===== src/rtl/chunk_read_arbiter_pkg.sv =====
// Shared block-address and block-type definitions for the chunk lookup path.
package chunk_read_arbiter_pkg;

   typedef struct packed {
      logic signed [15:0] x;
      logic signed [15:0] y;
      logic signed [15:0] z;
   } BlockPos;

   typedef logic [7:0] BlockType;

   localparam BlockType BLOCK_AIR = 8'd0;

endpackage


===== src/rtl/chunk_read_arbiter_if.sv =====
// Requester-side and chunk-side bus of the chunk read arbiter.
interface chunk_read_arbiter_if #(
   parameter int N_REQ = 4
) ();
   import chunk_read_arbiter_pkg::*;

   logic [N_REQ-1:0] req_valid;
   BlockPos          req_addr [N_REQ];
   logic [N_REQ-1:0] req_ready;
   logic [N_REQ-1:0] resp_valid;
   BlockType         resp_block;
   logic             resp_timeout;

   BlockPos          chunk_addr;
   logic             chunk_read_enable;
   BlockType         chunk_out;
   logic             chunk_valid;

   modport slave (
      input  req_valid, req_addr, chunk_out, chunk_valid,
      output req_ready, resp_valid, resp_block, resp_timeout,
             chunk_addr, chunk_read_enable
   );

   modport master (
      output req_valid, req_addr, chunk_out, chunk_valid,
      input  req_ready, resp_valid, resp_block, resp_timeout,
             chunk_addr, chunk_read_enable
   );

endinterface


===== src/rtl/chunk_read_arbiter.sv =====
// Round-robin arbiter sharing one chunk block-lookup port between N_REQ requesters.
// One request is in flight at a time; its address is held on the chunk port until valid or timeout.
module chunk_read_arbiter
   import chunk_read_arbiter_pkg::*;
#(
   parameter int N_REQ   = 4,
   parameter int TIMEOUT = 15
) (
   input  logic                 clk_in,
   input  logic                 rst_in,
   chunk_read_arbiter_if.slave  bus,
   output logic                 busy,
   output logic [31:0]          served_count
);

   localparam int PTR_W = (N_REQ > 1) ? $clog2(N_REQ) : 1;
   localparam int CNT_W = (TIMEOUT > 0) ? $clog2(TIMEOUT + 1) : 1;
   localparam logic [N_REQ-1:0] ONE_HOT0 = {{(N_REQ-1){1'b0}}, 1'b1};

   typedef enum logic {
      IDLE,
      ISSUE
   } state_t;

   state_t           state, state_d;
   logic [PTR_W-1:0] rr_ptr, rr_ptr_d;
   logic [PTR_W-1:0] grant_q, grant_d;
   logic [PTR_W-1:0] winner, scan_idx;
   logic             has_winner;
   BlockPos          addr_q, addr_d;
   logic [CNT_W-1:0] wait_cnt, wait_d;
   BlockType         resp_block_q, resp_block_d;
   logic [N_REQ-1:0] resp_valid_q, resp_valid_d;
   logic             resp_timeout_q, resp_timeout_d;
   logic [31:0]      served_q, served_d;
   logic [N_REQ-1:0] ready_c;
   logic             read_enable_c;

   // Scan downwards so the last hit, which wins, is the first requester at or after rr_ptr.
   always_comb begin
      has_winner = 1'b0;
      winner     = '0;
      scan_idx   = '0;
      for (int k = N_REQ - 1; k >= 0; k--) begin
         scan_idx = PTR_W'((int'(rr_ptr) + k) % N_REQ);
         if (bus.req_valid[scan_idx]) begin
            has_winner = 1'b1;
            winner     = scan_idx;
         end
      end
   end

   always_comb begin
      state_d        = state;
      rr_ptr_d       = rr_ptr;
      grant_d        = grant_q;
      addr_d         = addr_q;
      wait_d         = wait_cnt;
      resp_block_d   = resp_block_q;
      resp_valid_d   = '0;
      resp_timeout_d = 1'b0;
      served_d       = served_q;
      ready_c        = '0;
      read_enable_c  = 1'b0;

      case (state)
         IDLE: begin
            if (has_winner) begin
               ready_c  = ONE_HOT0 << winner;
               addr_d   = bus.req_addr[winner];
               grant_d  = winner;
               rr_ptr_d = (int'(winner) == N_REQ - 1) ? '0 : winner + 1'b1;
               wait_d   = '0;
               state_d  = ISSUE;
            end
         end

         ISSUE: begin
            read_enable_c = 1'b1;
            wait_d        = wait_cnt + 1'b1;
            // A valid that arrives on the last allowed cycle still counts as a real answer.
            if (bus.chunk_valid) begin
               resp_block_d = bus.chunk_out;
               resp_valid_d = ONE_HOT0 << grant_q;
               served_d     = served_q + 32'd1;
               state_d      = IDLE;
            end else if (wait_cnt == CNT_W'(TIMEOUT)) begin
               resp_block_d   = BLOCK_AIR;
               resp_valid_d   = ONE_HOT0 << grant_q;
               resp_timeout_d = 1'b1;
               served_d       = served_q + 32'd1;
               state_d        = IDLE;
            end
         end

         default: state_d = IDLE;
      endcase
   end

   always_ff @(posedge clk_in or posedge rst_in) begin
      if (rst_in) begin
         state <= IDLE;
      end else begin
         state <= state_d;
      end
   end

   always_ff @(posedge clk_in or posedge rst_in) begin
      if (rst_in) begin
         rr_ptr         <= '0;
         grant_q        <= '0;
         addr_q         <= '0;
         wait_cnt       <= '0;
         resp_block_q   <= BLOCK_AIR;
         resp_valid_q   <= '0;
         resp_timeout_q <= 1'b0;
         served_q       <= '0;
      end else begin
         rr_ptr         <= rr_ptr_d;
         grant_q        <= grant_d;
         addr_q         <= addr_d;
         wait_cnt       <= wait_d;
         resp_block_q   <= resp_block_d;
         resp_valid_q   <= resp_valid_d;
         resp_timeout_q <= resp_timeout_d;
         served_q       <= served_d;
      end
   end

   // The chunk address is never gated so the chunk's own address pipe stays settled between requests.
   assign bus.chunk_addr        = addr_q;
   assign bus.chunk_read_enable = read_enable_c;
   assign bus.req_ready         = ready_c;
   assign bus.resp_valid        = resp_valid_q;
   assign bus.resp_block        = resp_block_q;
   assign bus.resp_timeout      = resp_timeout_q;
   assign busy                  = (state != IDLE);
   assign served_count          = served_q;

endmodule


===== src/flat_wrapper.sv =====
// flat-port wrapper written by rule: the top's interface ports become plain ports
module chunk_read_arbiter_flat import chunk_read_arbiter_pkg::*;
#(
   parameter int N_REQ   = 4,
   parameter int TIMEOUT = 15
)
  (clk_in, rst_in, busy, served_count, bus_req_valid, bus_req_addr, bus_chunk_out, bus_chunk_valid, bus_req_ready, bus_resp_valid, bus_resp_block, bus_resp_timeout, bus_chunk_addr, bus_chunk_read_enable);
  chunk_read_arbiter_if #(.N_REQ(N_REQ)) bus_i ();
  input  logic clk_in;
  input  logic rst_in;
  output logic busy;
  output logic [31:0] served_count;
  input wire logic [$bits(bus_i.req_valid)-1:0] bus_req_valid;
  input wire logic [$bits(bus_i.req_addr)-1:0] bus_req_addr;
  input wire logic [$bits(bus_i.chunk_out)-1:0] bus_chunk_out;
  input wire logic [$bits(bus_i.chunk_valid)-1:0] bus_chunk_valid;
  output wire logic [$bits(bus_i.req_ready)-1:0] bus_req_ready;
  output wire logic [$bits(bus_i.resp_valid)-1:0] bus_resp_valid;
  output wire logic [$bits(bus_i.resp_block)-1:0] bus_resp_block;
  output wire logic [$bits(bus_i.resp_timeout)-1:0] bus_resp_timeout;
  output wire logic [$bits(bus_i.chunk_addr)-1:0] bus_chunk_addr;
  output wire logic [$bits(bus_i.chunk_read_enable)-1:0] bus_chunk_read_enable;
  assign bus_i.req_valid = bus_req_valid;
  assign bus_i.req_addr = {>>{bus_req_addr}};
  assign bus_i.chunk_out = bus_chunk_out;
  assign bus_i.chunk_valid = bus_chunk_valid;
  assign bus_req_ready = bus_i.req_ready;
  assign bus_resp_valid = bus_i.resp_valid;
  assign bus_resp_block = bus_i.resp_block;
  assign bus_resp_timeout = bus_i.resp_timeout;
  assign bus_chunk_addr = bus_i.chunk_addr;
  assign bus_chunk_read_enable = bus_i.chunk_read_enable;
  chunk_read_arbiter #(.N_REQ(N_REQ), .TIMEOUT(TIMEOUT)) u_core (.clk_in(clk_in), .rst_in(rst_in), .bus(bus_i), .busy(busy), .served_count(served_count));
endmodule

===== config.mk =====
export PLATFORM = sky130hd
export DESIGN_NAME = chunk_read_arbiter_flat
export DESIGN_NICKNAME = d
export VERILOG_FILES = /design/src/rtl/chunk_read_arbiter_pkg.sv /design/src/rtl/chunk_read_arbiter_if.sv /design/src/rtl/chunk_read_arbiter.sv /design/src/flat_wrapper.sv
export SDC_FILE = /design/constraint.sdc
export NUM_CORES = 1
export LEC_CHECK = 0
export BUFFER_PORTS_ARGS = -buffer_cell sky130_fd_sc_hd__buf_2
export CELL_PAD_IN_SITES_DETAIL_PLACEMENT = 1
export CELL_PAD_IN_SITES_GLOBAL_PLACEMENT = 1
export CORE_MARGIN = 10
export CORE_UTILIZATION = 33
export CTS_CLUSTER_SIZE = 8
export DETAILED_ROUTE_END_ITERATION = 6
export PLACE_DENSITY_LB_ADDON = 0.1
export SETUP_SLACK_MARGIN = 0.2
export SLEW_MARGIN = 30
export SYNTH_ARGS = -nofsm -noshare
export SYNTH_HDL_FRONTEND = slang
export SYNTH_SLANG_ARGS = --single-unit

===== constraint.sdc =====
create_clock -name clk_in -period 4.4 [get_ports clk_in]
set_input_delay 0.88 -clock clk_in [delete_from_list [all_inputs] [get_ports clk_in]]
set_output_delay 0.88 -clock clk_in [all_outputs]
set_load 0.05 [all_outputs]

==> results of run 1 <==
cells in the mapped netlist (2+ instances only):
| cell type | n |
|---|---|
| a21oi_1 | 21 |
| nand2b_1 | 2 |
| xor2_1 | 3 |
| nor3_1 | 3 |
| nand3_1 | 13 |
| dfrtp_1 | 102 |
| a221o_1 | 17 |
| ha_1 | 3 |
| buf_2 | 14 |
| buf_6 | 3 |
| and2_1 | 4 |
| nand4_1 | 29 |
| a211oi_1 | 62 |
| and4_1 | 36 |
| a22o_1 | 10 |
| nor2b_1 | 3 |
| xnor2_1 | 29 |
| mux2_2 | 9 |
| inv_1 | 3 |
| clkbuf_1 | 28 |
| nor2_1 | 43 |
| nand2_1 | 21 |
| mux2i_1 | 32 |
| o21ai_0 | 3 |
| o31ai_1 | 17 |
| buf_4 | 4 |
| mux2_1 | 9 |
| and3_1 | 5 |
sequential cells by signal, summed over array words and instances, names as in the netlist:
register                 count
u_core.rr_ptr                2
u_core.grant_q               2
u_core.bus.resp_valid        4
u_core.bus.chunk_addr       48
u_core.bus.resp_timeout      1
u_core.wait_cnt              4
u_core.busy                  1
u_core.bus.resp_block        8
u_core.served_count         32
area by class of cell:
class                   instances  area [sq um]  area share [%]
multi-input cells             386          2850            37.3
clock inverters                 7          91.3            1.20
flip-flops and latches        102          2550            33.4
diodes                          4          10.0           0.131
well taps                     220           275            3.60
clock buffers                   9           225            2.95
inverters                       3          16.3           0.213
repair buffers                317          1620            21.2
path summary, 6_finish.rpt:
path | cells after the start | startpoint | to
worst max register to register | 6 | u_core.rr_ptr[1] | u_core.bus.chunk_addr[34]
max in group asynchronous | 3 | rst_in | u_core.bus.chunk_addr[11]
worst min register to register | 1 | u_core.served_count[31] | u_core.served_count[31]
worst min-delay path | 1 | u_core.served_count[31] | u_core.served_count[31]
worst max-delay path | 7 | bus_req_valid[0] | bus_req_ready[1]
min in group asynchronous | 2 | rst_in | u_core.bus.chunk_addr[23]
critical path: stages:
cell,delay (ps)
buf_2,130
nand2_1,90
or2_2,730
nand3_4,130
buf_4,280
nor3_1,190
buf_2,290
cells in the final DEF, fill, tap and decap left out, drive strengths merged, types with 2 or more instances in the layout:
cell type / instances
buf: 317
dfrtp: 102
a211oi: 62
nor2: 44
and4: 36
mux2i: 32
xnor2: 29
nand4: 29
nand2: 21
a21oi: 21
mux2: 18
o31ai: 17
a221o: 17
nand3: 14
a22o: 10
clkbuf: 9
and3: 5
inv: 5
diode: 4
and2: 4
xor2: 3
nor2b: 3
o21ai: 3
nor3: 3
ha: 3
clkinv: 3
or2: 3
nand2b: 2
layer usage:
metal	wire length (um)	track usage [%]	share of wire, %
met3	1880	6.63	8.0
met5	25	0	0.11
met1	9270	22.5	39
met2	11800	34.9	50
met4	612	7.73	2.6
per-stage QoR:
stage	hold WS, ps	cell area [sq um]
CTS	473	7620
global placement	458	7300
detailed placement	462	7310
global route	498	7630
finish	464	7640
floorplan	448	5620
power by group:
group | switching (W) | internal (W) | total, W
logic | 0.00152 | 0.000599 | 0.00212
registers | 0.000194 | 0.00119 | 0.00138
clock network | 0.000397 | 0.000455 | 0.000851
cell families after synthesis:
| family | count (synthesis) | synth area share (%) |
|---|---|---|
| xor+xnor | 32 | 4.98 |
| mux | 50 | 9.30 |
| compound gates | 135 | 18.0 |
| flops | 102 | 45.4 |
| buf+inv | 53 | 4.52 |
| fa+ha+maj | 3 | 0.668 |
| simple gates | 166 | 17.1 |
==> flow_summary.yaml, run 1 <==
layout:
  area.growth.synth_to_final_pct: 35.8
  fin_nets: 1029
  layout-drive-gt1-share_pct: 42.6
  fin_cells: 1048
  fillers: 1958
  finish.utilization_pct: 45.9
clock_network:
  cts_hold_buf: 0
  post-cts-setup-buffer-count: 0
  cts_buffers: 9
  insertion_delay_ps: 350
  ctsResizeCount: 0
  htreeDepth: 3
  cts_buffer_depth: 2
  cts_root_buf: "clkbuf_16"
  cts_tree: "done"
  cts.sinks: 102
  clkTransAtPathRegs_ps: 80
timing:
  slew_violations: 0
  slew-limit-headroom_pct: 39.0
  fin_ws_ps: 785
  rsz0062_at_grt: "no"
  fmax_mhz: 277
  fin_crit_ps: 3610
  setup_viol: 0
  worst_slew_pin_slew_ps: 915
  final.setup.tns_ps: 0
  finalClockSkew_ps: 12.0
  hold_viol_final: 0
  period_share_pct: 82.1
floorplanning:
  die_h_um: 151
  die_area_sq_um: 22700
  core_sq_um: 16600
  die_w_um: 151
  initial_utilization_pct: 33.8
  num_rows: 47
  num_io_pins: 306
route:
  drt-total-wl_mm: 23.6
  firstDrtPassIters: 6
  wire_per_inst_um: 22.5
  vias_per_cell: 5.33
  remaining_drc_errors: 0
  num_vias: 5582
  drtIter0Drc: 212
  postRouteAntennaNets: 0
setup_path:
  crit_path_end_kind: "primary output"
  start_kind: "input port"
  r2r_slack_ps: 1620
  worstPathArrival_ps: 2730
  cp.required_ps: 3520
  critPathMaxFanout: 49
  worstSetupPathType: "in2out"
pwr:
  pwr_density_cell_nw_per_um2: 570
  p_leak_nw: 3.73
  p_total_w: 0.00435
  ir_drop_uv: 299
min_path:
  hp-class: "reg2reg"
yosys:
  synthFlopType: "dfrtp_1"
  synth_area_leaders: "dfrtp_1, a211oi_1, mux2i_1"
  ys_ff_latch: 102
  synth.avg_cell_area_sq_um: 10.4
  yosysSeqAreaShare_pct: 45.4
  netlist_instances: 541
  yosys.area.top_type: "dfrtp_1"
  synth_edf_count: 0
  netlist_area_sq_um: 5620
  async_flop_share_pct: 100
  ys_types: 41
  yosys.area.top_type_share_pct: 45.4
  yosysWarnings: 0
  syn_nets: 751
grt:
  grt.overflow.total: 0
  antenna_found_initial: 5
  track_usage_pct: 20.1
  grt_max_degree: 71
  grt_pass1_wl_mm: 35.5
  grt_pass1_vias: 6340
place:
  gp_congestion: 0.848
  hpwl_mm: 18.3
  post-place-ws_ps: 814
  dp_cells: 1028
  portBuffers: 305
flow_run:
  cap_violations: 0
status:
  status: "finished clean"
Note: power is estimated with default switching activity, not from simulation.
==> run 2: changes to the inputs <==
--- a/config.mk
+++ b/config.mk
@@ -9,7 +9,7 @@
 export CELL_PAD_IN_SITES_DETAIL_PLACEMENT = 1
 export CELL_PAD_IN_SITES_GLOBAL_PLACEMENT = 1
 export CORE_MARGIN = 10
-export CORE_UTILIZATION = 33
+export CORE_UTILIZATION = 30
 export CTS_CLUSTER_SIZE = 8
 export DETAILED_ROUTE_END_ITERATION = 6
 export PLACE_DENSITY_LB_ADDON = 0.1
==> constraint.sdc (replaced) <==
create_clock -name clk_in -period 3.2 [get_ports clk_in]
set_input_delay 0.64 -clock clk_in [delete_from_list [all_inputs] [get_ports clk_in]]
set_output_delay 0.64 -clock clk_in [all_outputs]
set_load 0.05 [all_outputs]
==> run 2 against run 1 <==
Net effect:
- count of clock-buffer cells in the layout stayed put
- die area increased by 8.6%
- largest power group unchanged
- core utilization is 4.5 points lower
- critical path type is now reg2out
- critical path depth stayed put
- largest cell class unchanged
- routed wire length rose by 0.61%
- sequential power increased by 37%
==> flow_summary.yaml, run 2 (same netlist as run 1, synthesis figures left out) <==
floorplanning:
  die_area_sq_um: 24600
  core_sq_um: 18600
  die_w_um: 157
  num_rows: 50
  initial_utilization_pct: 30.3
  num_io_pins: 306
  die_h_um: 157
grt:
  grt_max_degree: 49
  track_usage_pct: 18.8
  grt.overflow.total: 0
  antenna_found_initial: 4
  grt_pass1_wl_mm: 36.6
  grt_pass1_vias: 6417
clock_network:
  clkTransAtPathRegs_ps: 80
  cts.sinks: 102
  cts_root_buf: "clkbuf_16"
  cts_tree: "done"
  cts_buffer_depth: 2
  post-cts-setup-buffer-count: 0
  htreeDepth: 3
  cts_buffers: 9
  cts_hold_buf: 0
  insertion_delay_ps: 350
  ctsResizeCount: 0
pwr:
  p_total_w: 0.00591
  ir_drop_uv: 311
  pwr_density_cell_nw_per_um2: 768
  p_leak_nw: 3.74
route:
  dr.max_layer_used: "met5"
  num_vias: 5598
  vias_per_cell: 5.25
  drt-total-wl_mm: 23.7
  dr_wl_met2_mm: 12.3
  remaining_drc_errors: 0
  wire_per_inst_um: 22.3
  wl_met3_mm: 1.94
  drt-met1-wl_mm: 8.92
  firstDrtPassIters: 4
  postRouteAntennaNets: 0
  drtIter0Drc: 153
setup_path:
  crit_path_end_kind: "primary output"
  crit_chain: "mux2i_1 > or2_4 > nand3_4 > inv_1 > ha_1 > and2_1 > buf_2"
  reg2reg_from: "u_core.rr_ptr[1]"
  crit_end: "bus_req_ready[3]"
  cp.required_ps: 2560
  critical_path.startpoint: "u_core.rr_ptr[1]"
  worstSetupPathType: "reg2out"
  start_kind: "flip-flop"
  worstPathArrival_ps: 2160
  critical_path.max_stage_delay_ps: 520
  slowest_stage: "dfrtp_1"
  rr_worst_depth: 6
  r2r-end: "u_core.bus.chunk_addr[24]"
  critPathMaxFanout: 7
  r2r_slack_ps: 750
min_path:
  hp-class: "in2async"
place:
  dp_cells: 1047
  placed_cell_area_sq_um: 7400
  portBuffers: 305
  gp_congestion: 0.845
  hpwl_mm: 18.6
layout:
  final_cell_mix: "buf_2, dfrtp_1, a211oi_1"
  fin_cells: 1066
  layout-drive-gt1-share_pct: 43.1
  largest_reg_flops: 48
  area.growth.synth_to_final_pct: 36.8
  finish.utilization_pct: 41.4
  fin_nets: 1034
  layout_commonest_cell: "buf_2"
  final_area_sq_um: 7690
timing:
  period_share_pct: 87.5
  final.setup.tns_ps: 0
  rsz0062_at_grt: "no"
  fin_crit_ps: 2800
  slew-limit-headroom_pct: 43.3
  hold_viol_final: 0
  setup_viol: 0
  slew_violations: 0
  finalClockSkew_ps: 11.2
  fmax_mhz: 357
  worst_slew_pin_slew_ps: 849
flow_run:
  cap_violations: 0
status:
  status: "finished clean"
-- run 2: changes by cell type in the layout (fill, tap and decap cells not counted), sizes merged --
cell      previous run  this run
buf                317       322
clkinvlp             1         3
bufinv               1         0
clkinv               3         2
diode                4         3
-- run 2: worst min path at each step --
stage | to | cells after the start | from | slack (ps)
floorplan | u_core.bus.resp_valid[2] | 1 | u_core.grant_q[0] | 450
global placement | u_core.served_count[31] | 1 | u_core.served_count[31] | 460
detailed placement | u_core.served_count[31] | 1 | u_core.served_count[31] | 460
CTS | u_core.bus.chunk_addr[28] | 2 | rst_in | 460
global route | u_core.bus.resp_timeout | 2 | bus_chunk_valid | 480
finish | u_core.bus.chunk_addr[28] | 2 | rst_in | 430
-- run 2: layout make-up --
type	count	area (sq um)
flip-flops and latches	102	2550
repair buffers	322	1690
inverters	3	15.0
multi-input cells	386	2850
clock inverters	7	56.3
fillers	2197	10900
well taps	234	293
diodes	3	7.51
clock buffers	9	225
-- run 2: where the power goes --
| part | switching (W) | internal, W | leakage [nW] |
|---|---|---|---|
| Clock | 0.000529 | 0.000540 | 0.136 |
| Combinational | 0.00211 | 0.000838 | 2.34 |
| Sequential | 0.000262 | 0.00163 | 1.27 |
-- run 2: worst max-delay path, delay by kind of cell, from the launching register on --
family        cells  cell delay (ps)
flops             1              520
buf+inv           2              420
simple gates      3              380
mux               1              300
fa+ha+maj         1              200
-- run 2: stage by stage --
| step | hold WS (ps) | worst slack [ps] |
|---|---|---|
| after global routing | 484 | 299 |
| after floorplan | 448 | 200 |
| after detailed placement | 461 | 492 |
| after global placement | 456 | 75.7 |
| after CTS | 461 | 356 |
| final | 434 | 399 |
-- run 2: layer usage --
layer  global-route usage [%]  vias up
li1                         -     2637
met1                     20.8     2725
met2                     33.1      200
met3                     6.06       34
met4                     6.61        2
met5                        0        -
